===== src/rtl/hazard_ctrl_if.sv =====
// Signal bundle between the 5-stage pipeline datapath and its hazard controller.
// The datapath side uses the master modport; hazard_ctrl uses the slave modport.
interface hazard_ctrl_if #(
    parameter int REG_ADDR_W = 5,
    parameter int CNT_W      = 32
);
    logic [REG_ADDR_W-1:0] rs1D, rs2D, rs1E, rs2E;
    logic [REG_ADDR_W-1:0] RdE, RdM, RdW;
    logic                  MemReadE, RegWriteM, RegWriteW, PCSrcE;
    logic                  mem_req_M, mem_ready;
    logic [1:0]            ForwardAE, ForwardBE;
    logic                  StallF, StallD, StallE;
    logic                  FlushF, FlushD, FlushW;
    logic                  mem_err;
    logic [CNT_W-1:0]      stall_cnt, flush_cnt;

    modport master (
        output rs1D, rs2D, rs1E, rs2E, RdE, RdM, RdW,
        output MemReadE, RegWriteM, RegWriteW, PCSrcE, mem_req_M, mem_ready,
        input  ForwardAE, ForwardBE, StallF, StallD, StallE,
        input  FlushF, FlushD, FlushW, mem_err, stall_cnt, flush_cnt
    );

    modport slave (
        input  rs1D, rs2D, rs1E, rs2E, RdE, RdM, RdW,
        input  MemReadE, RegWriteM, RegWriteW, PCSrcE, mem_req_M, mem_ready,
        output ForwardAE, ForwardBE, StallF, StallD, StallE,
        output FlushF, FlushD, FlushW, mem_err, stall_cnt, flush_cnt
    );
endinterface


===== src/rtl/hazard_ctrl.sv =====
// Hazard controller: E-stage forwarding, load-use bubble, branch flush and memory freeze
// with timeout watchdog. Optional performance counters enabled by HAZ_PERF_CNT_EN.
module hazard_ctrl #(
    parameter int REG_ADDR_W  = 5,
    parameter int MEM_TIMEOUT = 64,
    parameter int CNT_W       = 32
) (
    input  logic          clk,
    input  logic          rst_n,
    hazard_ctrl_if.slave  hz
);
    localparam int TMR_W = (MEM_TIMEOUT > 2) ? $clog2(MEM_TIMEOUT) : 1;

    typedef enum logic [1:0] {
        S_RUN      = 2'd0,
        S_MEM_WAIT = 2'd1,
        S_ERR      = 2'd2
    } state_t;

    state_t           state_q, state_d;
    logic [TMR_W-1:0] timer_q, timer_d;
    logic             mem_err_q, mem_err_d;
    logic             lw_stall, mem_stall;
    logic             stall_f, stall_e, flush_f;

    logic [REG_ADDR_W-1:0] rs_e [2];
    logic [1:0]            fwd  [2];

    assign rs_e[0] = hz.rs1E;
    assign rs_e[1] = hz.rs2E;

    // M has priority over W because it carries the younger write to the same register.
    for (genvar gi = 0; gi < 2; gi++) begin : g_fwd
        always_comb begin
            fwd[gi] = 2'b00;
            if (hz.RegWriteM && hz.RdM != '0 && hz.RdM == rs_e[gi])
                fwd[gi] = 2'b10;
            else if (hz.RegWriteW && hz.RdW != '0 && hz.RdW == rs_e[gi])
                fwd[gi] = 2'b01;
        end
    end

    always_comb begin
        lw_stall  = hz.MemReadE && hz.RdE != '0 &&
                    (hz.RdE == hz.rs1D || hz.RdE == hz.rs2D) && !hz.PCSrcE;
        mem_stall = hz.mem_req_M && !hz.mem_ready && state_q != S_ERR;
    end

    // Outputs are forced low while reset is held, independent of the inputs.
    assign stall_f = rst_n & (lw_stall | mem_stall);
    assign stall_e = rst_n & mem_stall;
    assign flush_f = rst_n & hz.PCSrcE & !mem_stall;

    assign hz.ForwardAE = fwd[0] & {2{rst_n}};
    assign hz.ForwardBE = fwd[1] & {2{rst_n}};
    assign hz.StallF    = stall_f;
    assign hz.StallD    = stall_f;
    assign hz.StallE    = stall_e;
    assign hz.FlushF    = flush_f;
    assign hz.FlushD    = rst_n & (lw_stall | hz.PCSrcE) & !mem_stall;
    assign hz.FlushW    = rst_n & (mem_stall | state_q == S_ERR);
    assign hz.mem_err   = rst_n & (mem_err_q | state_q == S_ERR);

    always_comb begin
        state_d   = state_q;
        timer_d   = timer_q;
        mem_err_d = mem_err_q;
        case (state_q)
            S_RUN: begin
                if (mem_stall) begin
                    state_d = S_MEM_WAIT;
                    timer_d = TMR_W'(1);
                end
            end
            S_MEM_WAIT: begin
                if (hz.mem_ready || !hz.mem_req_M) begin
                    state_d = S_RUN;
                    timer_d = '0;
                end else if (timer_q == TMR_W'(MEM_TIMEOUT - 1)) begin
                    state_d = S_ERR;
                end else begin
                    timer_d = timer_q + TMR_W'(1);
                end
            end
            S_ERR: begin
                state_d   = S_RUN;
                timer_d   = '0;
                mem_err_d = 1'b1;
            end
            default: begin
                state_d = S_RUN;
                timer_d = '0;
            end
        endcase
    end

    always_ff @(posedge clk or negedge rst_n) begin
        if (!rst_n) begin
            state_q   <= S_RUN;
            timer_q   <= '0;
            mem_err_q <= 1'b0;
        end else begin
            state_q   <= state_d;
            timer_q   <= timer_d;
            mem_err_q <= mem_err_d;
        end
    end

`ifdef HAZ_PERF_CNT_EN
    logic [CNT_W-1:0] stall_cnt_q, stall_cnt_d;
    logic [CNT_W-1:0] flush_cnt_q, flush_cnt_d;

    // Both counters saturate rather than wrap so long runs stay meaningful.
    always_comb begin
        stall_cnt_d = stall_cnt_q;
        flush_cnt_d = flush_cnt_q;
        if ((stall_f || stall_e) && stall_cnt_q != '1)
            stall_cnt_d = stall_cnt_q + CNT_W'(1);
        if (flush_f && flush_cnt_q != '1)
            flush_cnt_d = flush_cnt_q + CNT_W'(1);
    end

    always_ff @(posedge clk or negedge rst_n) begin
        if (!rst_n) begin
            stall_cnt_q <= '0;
            flush_cnt_q <= '0;
        end else begin
            stall_cnt_q <= stall_cnt_d;
            flush_cnt_q <= flush_cnt_d;
        end
    end

    assign hz.stall_cnt = stall_cnt_q;
    assign hz.flush_cnt = flush_cnt_q;
`else
    assign hz.stall_cnt = '0;
    assign hz.flush_cnt = '0;
`endif
endmodule


===== src/flat_wrapper.sv =====
// flat-port wrapper written by rule: the top's interface ports become plain ports
module hazard_ctrl_flat 
#(
    parameter int REG_ADDR_W  = 5,
    parameter int MEM_TIMEOUT = 64,
    parameter int CNT_W       = 32
)
  (clk, rst_n, hz_rs1D, hz_rs2D, hz_rs1E, hz_rs2E, hz_RdE, hz_RdM, hz_RdW, hz_MemReadE, hz_RegWriteM, hz_RegWriteW, hz_PCSrcE, hz_mem_req_M, hz_mem_ready, hz_ForwardAE, hz_ForwardBE, hz_StallF, hz_StallD, hz_StallE, hz_FlushF, hz_FlushD, hz_FlushW, hz_mem_err, hz_stall_cnt, hz_flush_cnt);
  hazard_ctrl_if #(.REG_ADDR_W(REG_ADDR_W), .CNT_W(CNT_W)) hz_i ();
  input  logic clk;
  input  logic rst_n;
  input wire logic [$bits(hz_i.rs1D)-1:0] hz_rs1D;
  input wire logic [$bits(hz_i.rs2D)-1:0] hz_rs2D;
  input wire logic [$bits(hz_i.rs1E)-1:0] hz_rs1E;
  input wire logic [$bits(hz_i.rs2E)-1:0] hz_rs2E;
  input wire logic [$bits(hz_i.RdE)-1:0] hz_RdE;
  input wire logic [$bits(hz_i.RdM)-1:0] hz_RdM;
  input wire logic [$bits(hz_i.RdW)-1:0] hz_RdW;
  input wire logic [$bits(hz_i.MemReadE)-1:0] hz_MemReadE;
  input wire logic [$bits(hz_i.RegWriteM)-1:0] hz_RegWriteM;
  input wire logic [$bits(hz_i.RegWriteW)-1:0] hz_RegWriteW;
  input wire logic [$bits(hz_i.PCSrcE)-1:0] hz_PCSrcE;
  input wire logic [$bits(hz_i.mem_req_M)-1:0] hz_mem_req_M;
  input wire logic [$bits(hz_i.mem_ready)-1:0] hz_mem_ready;
  output wire logic [$bits(hz_i.ForwardAE)-1:0] hz_ForwardAE;
  output wire logic [$bits(hz_i.ForwardBE)-1:0] hz_ForwardBE;
  output wire logic [$bits(hz_i.StallF)-1:0] hz_StallF;
  output wire logic [$bits(hz_i.StallD)-1:0] hz_StallD;
  output wire logic [$bits(hz_i.StallE)-1:0] hz_StallE;
  output wire logic [$bits(hz_i.FlushF)-1:0] hz_FlushF;
  output wire logic [$bits(hz_i.FlushD)-1:0] hz_FlushD;
  output wire logic [$bits(hz_i.FlushW)-1:0] hz_FlushW;
  output wire logic [$bits(hz_i.mem_err)-1:0] hz_mem_err;
  output wire logic [$bits(hz_i.stall_cnt)-1:0] hz_stall_cnt;
  output wire logic [$bits(hz_i.flush_cnt)-1:0] hz_flush_cnt;
  assign hz_i.rs1D = hz_rs1D;
  assign hz_i.rs2D = hz_rs2D;
  assign hz_i.rs1E = hz_rs1E;
  assign hz_i.rs2E = hz_rs2E;
  assign hz_i.RdE = hz_RdE;
  assign hz_i.RdM = hz_RdM;
  assign hz_i.RdW = hz_RdW;
  assign hz_i.MemReadE = hz_MemReadE;
  assign hz_i.RegWriteM = hz_RegWriteM;
  assign hz_i.RegWriteW = hz_RegWriteW;
  assign hz_i.PCSrcE = hz_PCSrcE;
  assign hz_i.mem_req_M = hz_mem_req_M;
  assign hz_i.mem_ready = hz_mem_ready;
  assign hz_ForwardAE = hz_i.ForwardAE;
  assign hz_ForwardBE = hz_i.ForwardBE;
  assign hz_StallF = hz_i.StallF;
  assign hz_StallD = hz_i.StallD;
  assign hz_StallE = hz_i.StallE;
  assign hz_FlushF = hz_i.FlushF;
  assign hz_FlushD = hz_i.FlushD;
  assign hz_FlushW = hz_i.FlushW;
  assign hz_mem_err = hz_i.mem_err;
  assign hz_stall_cnt = hz_i.stall_cnt;
  assign hz_flush_cnt = hz_i.flush_cnt;
  hazard_ctrl #(.REG_ADDR_W(REG_ADDR_W), .MEM_TIMEOUT(MEM_TIMEOUT), .CNT_W(CNT_W)) u_core (.clk(clk), .rst_n(rst_n), .hz(hz_i));
endmodule

===== config.mk =====
export PLATFORM = sky130hd
export DESIGN_NAME = hazard_ctrl_flat
export DESIGN_NICKNAME = d
export VERILOG_FILES = /design/src/rtl/hazard_ctrl_if.sv /design/src/rtl/hazard_ctrl.sv /design/src/flat_wrapper.sv
export SDC_FILE = /design/constraint.sdc
export NUM_CORES = 1
export LEC_CHECK = 0
export ABC_CLOCK_PERIOD_IN_PS = 3200
export CAP_MARGIN = 10
export CELL_PAD_IN_SITES_DETAIL_PLACEMENT = 1
export CELL_PAD_IN_SITES_GLOBAL_PLACEMENT = 1
export CORE_ASPECT_RATIO = 0.6
export CORE_UTILIZATION = 45
export CTS_CLUSTER_DIAMETER = 40
export DETAILED_ROUTE_END_ITERATION = 8
export DONT_BUFFER_PORTS = 1
export GPL_TIMING_DRIVEN = 0
export PLACE_DENSITY = 0.83
export SLEW_MARGIN = 25
export SYNTH_ARGS = -nofsm -noshare
export SYNTH_HDL_FRONTEND = slang
export SYNTH_SLANG_ARGS = --single-unit

===== constraint.sdc =====
create_clock -name clk -period 3.2 [get_ports clk]
set_input_delay 0.64 -clock clk [delete_from_list [all_inputs] [get_ports clk]]
set_output_delay 0.64 -clock clk [all_outputs]
set_load 0.01 [all_outputs]

# Yosys cells after proc, flatten, opt, wreduce, memory -nomap -nowiden

Cells that the tools add are included.

Add/sub/neg operators: 1
Reductions and logical operators: 23
Muxes and demuxes: 12
Bitwise gates (word level): 14
Eq/ne operators: 13

Operator list:

| operator                                               | count |
|---|---|
| equality test 5 bit                                    | 6 |
| 2-to-1 mux 6 bit                                       | 3 |
| nonzero test 5 bit                                     | 3 |
| one-hot mux 6 bit (2 select lines)                     | 1 |
| logical AND 1 bit                                      | 11 |
| 2-to-1 mux 2 bit                                       | 5 |
| bitwise AND 1 bit                                      | 8 |
| adder 6 x 1 -> 6 bit (second input constant)           | 1 |
| equality test 6 bit (second input constant)            | 1 |
| bitwise AND 2 bit                                      | 2 |
| logical NOT 1 bit                                      | 4 |
| bitwise OR 1 bit                                       | 4 |
| one-hot mux 2 bit (2 select lines)                     | 1 |
| AND reduction 2 bit                                    | 2 |
| inequality test 3 x 1 -> 1 bit (second input constant) | 1 |
| inequality test 3 x 2 -> 1 bit (second input constant) | 1 |
| equality test 2 x 1 -> 1 bit (second input constant)   | 1 |
| equality test 2 bit (second input constant)            | 1 |
| logical NOT 2 bit                                      | 1 |
| logical OR 1 bit                                       | 2 |
| 2-to-1 mux 1 bit                                       | 2 |
| inequality test 2 x 1 -> 1 bit (second input constant) | 1 |
| inequality test 2 bit (second input constant)          | 1 |

Input bits: 43
Output and inout bits: 75
Register bits after elaboration: 9
Word-level logic and storage cells: 66

# Logic depth before layout (Yosys ltp)

Depth in word-level cells: 7
Mapped depth: 5
Depth with buffers taken out: 5

# Worst setup path before layout

OpenSTA, ideal clock, no wires.

Path kind: in2out
From: in hz_RdE[3]
To: out hz_StallF
Data required time: 2.560 ns
Buffers on the path: 1
Arrival time: 1.874 ns
Path slack: 0.686 ns
Cell stages on the path: 5
Cells stage by stage: xor2_1 nor3_1 a22oi_1 o41ai_1 buf_4

Word-level cells in the longest chain between the ends: 6
Elaborated cells on any way between the ends: 9
Classes of those cells: eq/ne (2); bitwise (2); reduce/logical (5)

Ends and longest elaborated chain:

| item                                                      | RTL line                             | source |
|---|---|---|
| start: declaration                                        | flat_wrapper.sv:16                   | `input wire logic [$bits(hz_i.RdE)-1:0] hz_RdE;` |
| equality test 5 bit or nonzero test 5 bit (tied branches) | hazard_ctrl.sv:45, hazard_ctrl.sv:44 |  |
| logical OR 1 bit or logical AND 1 bit (tied branches)     | hazard_ctrl.sv:45, hazard_ctrl.sv:44 |  |
| logical AND 1 bit (*)                                     | hazard_ctrl.sv:44                    | `lw_stall = hz.MemReadE && hz.RdE != '0 &&` |
| logical AND 1 bit (*)                                     | hazard_ctrl.sv:45                    | `(hz.RdE == hz.rs1D \|\| hz.RdE == hz.rs2D) && !hz.PCSrcE;` |
| bitwise OR 1 bit (*)                                      | hazard_ctrl.sv:50                    | `assign stall_f = rst_n & (lw_stall \| mem_stall);` |
| bitwise AND 1 bit (*)                                     | hazard_ctrl.sv:50                    |  |
| end: declaration                                          | flat_wrapper.sv:27                   | `output wire logic [$bits(hz_i.StallF)-1:0] hz_StallF;` |

Mark *: on every way between the ends. The rest lies on a longest branch, timed or not.

# Final worst setup path

Ends and elaborated chain as after synthesis.

==> impl_metrics.csv <==
group,metric,value,unit
run_status,status,"complete, no violations",
clock_network,worstSkewPairLatency,0.24,ns
clock_network,ctsRootBufferMaster,"clkbuf_8",
final_layout,final_cells,291,
floorplanning,core,2980,sq um
synthesis,synth_seq_cells,9,
clock_network,cts_tree,"yes",
clock_network,cts.path.max_buffers,2,
clock_network,ctsResizeCount,0,
sta,worst_slew_pin_slew,0.703,ns
hold_path,hold_path_class,"input port to async pin",
power_and_ir_drop,powerDensity,236,nW/um^2
clock_network,htree_levels,1,
power_and_ir_drop,irDropWorstVdd,0.229,mV
placement,hpwl,3500,um
drt,final_antenna_net_count,0,
drt,first_pass_iters,4,
drt,drtIter0Drc,39,
synthesis,synth-edff-count,0,
synthesis,syn_inst,182,
sta,whs,0.0892,ns
synthesis,synth_cell_types,37,
global_routing,grt_pass1_vias,1285,
setup_path,reg2reg_depth,5,
clock_network,postCtsSetupRepairBufs,0,
floorplanning,dieArea,3500,sq um
final_layout,layout-drive-gt1-share,29.3,%
setup_path,cp-endpoint,"hz_StallF",
sta,clock.fmax,0.376,GHz
setup_path,crit_arrival,2.02,ns
synthesis,ys_warn_count,0,
placement,port_buffers,0,
global_routing,grt_pass1_wl,5990,um
setup_path,endpoint_kind,"primary output",
drt,wl_per_cell,14.1,um
setup_path,start_kind,"input port",
sta,fin_crit_sh,83.2,%
sta,fin_tns_setup,0,ns
floorplanning,io_pins,118,
setup_path,path_max_fanout,3,
floorplanning,initial_utilization,49.1,%
floorplanning,die_y,46.2,um
setup_path,timing.rr.start,"u_core.timer_q[0]",
setup_path,r2r_setup_slack,1.57,ns
sta,finalSetupViolations,0,
synthesis,avgSynthCellArea,8.05,sq um
floorplanning,die_w,75.7,um
setup_path,rr_endpoint,"u_core.timer_q[0]",
drt,vias_per_cell,4.62,
drt,drc,0,
clock_network,clock-sinks,9,
sta,hold_viol,0,
final_layout,nets,294,
global_routing,grt_use_total,23.2,%
setup_path,critPathKind,"input port to primary output",
final_layout,syn_to_final_growth,22.8,%
clock_network,path_clk_slew,0.05,ns
clock_network,cts_made_buffers,3,
global_routing,grt_max_degree,18,
placement,placedCellCount,287,
setup_path,startpoint,"hz_RdE[3]",
power_and_ir_drop,p_leak,0.964,nW
placement,place.gp.congestion,0.864,
final_layout,final_common_cell,"buf_4",
synthesis,syn_area,1470,sq um
sta,clock_skew,0.00919,ns
global_routing,antenna_found_initial,0,
final_layout,mostFrequentLayoutCells,"buf_4, conb_1, xor2_1",
job,cap_violations,0,
sta,rsz0062_at_grt,"false",
floorplanning,rows,15,
global_routing,grt_overflow,0,
clock_network,cts_hold_buffers,0,
setup_path,crit_required,2.56,ns
drt,drt-total-wl,4120,um
synthesis,seq_area_frac_synth,15.4,%
synthesis,synth-async-reset-ratio,100,%
sta,drv_slew,0,
synthesis,synth_flop_cell,"dfrtp_1",
drt,dr_total_vias,1343,
sta,relSlewSlack,52.6,%
final_layout,antennaDiodeCount,0,
sta,finalCriticalPeriod,2.66,ns
-- worst min path at each step --
stage / start / to / slack, ns / depth (start not counted)
after detailed placement: rst_n / u_core.timer_q[0] / 0.35 / 0
after floorplan: rst_n / u_core.mem_err_q / 0.34 / 0
final: rst_n / u_core.timer_q[2] / 0.09 / 0
after global routing: rst_n / u_core.timer_q[3] / 0.08 / 0
after global placement: rst_n / u_core.timer_q[0] / 0.34 / 0
after CTS: rst_n / u_core.timer_q[2] / 0.09 / 0
-- per-stage QoR --
stage / util (%) / cell area [sq um] / total power, mW / setup WS [ns]
floorplan: - / 1700 / 0.266 / 0.686
global placement: 58.8 / 1750 / 0.273 / 0.583
detailed placement: 58.8 / 1750 / 0.278 / 0.529
CTS: 60.3 / 1800 / 0.418 / 0.532
global route: 60.3 / 1800 / 0.449 / 0.377
finish: 60.3 / 1800 / 0.425 / 0.539
-- state kept, by name, indices dropped and copies added, names as in the netlist --
| register | count |
|---|---|
| u_core.state_q | 2 |
| u_core.mem_err_q | 1 |
| u_core.timer_q | 6 |
-- area by class of cell --
cell class	instances	area [sq um]
Fill cell	402	1180
Sequential cell	9	225
Clock buffer	4	45.0
Buffer	69	503
Multi-Input combinational cell	164	962
Inverter	3	11.3
Tap cell	42	52.6
-- kinds of logic after synthesis --
group,count (synthesis),synth area share (%)
AOI/OAI and AO/OA,24,10.8
other,1,0.256
DFF,9,15.4
xor gates and xnor gates,30,17.9
buffers and inverters,72,35.1
adders and majority gates,1,0.854
and+or+nand+nor,45,19.6
-- report_power, final --
part	leakage (nW)	internal (mW)	switching, mW
Combinational	0.819	0.0820	0.0804
Sequential	0.122	0.118	0.00514
Clock	0.0228	0.0875	0.0524
-- cells in the mapped netlist (3+ instances only) --
| cell | instances | area, sq um |
|---|---|---|
| dfrtp_1 | 9 | 225 |
| clkbuf_1 | 4 | 15.0 |
| nand3b_1 | 4 | 30.0 |
| a21oi_1 | 7 | 35.0 |
| buf_4 | 65 | 488 |
| xor2_1 | 24 | 210 |
| xnor2_1 | 6 | 52.6 |
| nand2b_1 | 3 | 18.8 |
| nand3_1 | 7 | 35.0 |
| nand2_1 | 3 | 11.3 |
| nor2_1 | 5 | 18.8 |
| a31oi_1 | 4 | 25.0 |
| or4_1 | 5 | 37.5 |
| inv_1 | 3 | 11.3 |
-- critical path, stage by stage --
cell and delay, ns:
xor2_1 0.14, nor3_1 0.20, a22oi_1 0.14, o41ai_1 0.66
buf_4 0.24
-- layer usage --
layer	share of wire, %	up-vias	track usage [%]
li1	-	632	-
met3	9.6	11	8.32
met2	50	77	40.9
met5	0	-	0
met4	2.1	0	9.26
met1	38	623	26.0
No activity file was read; power rests on OpenSTA's default activity.
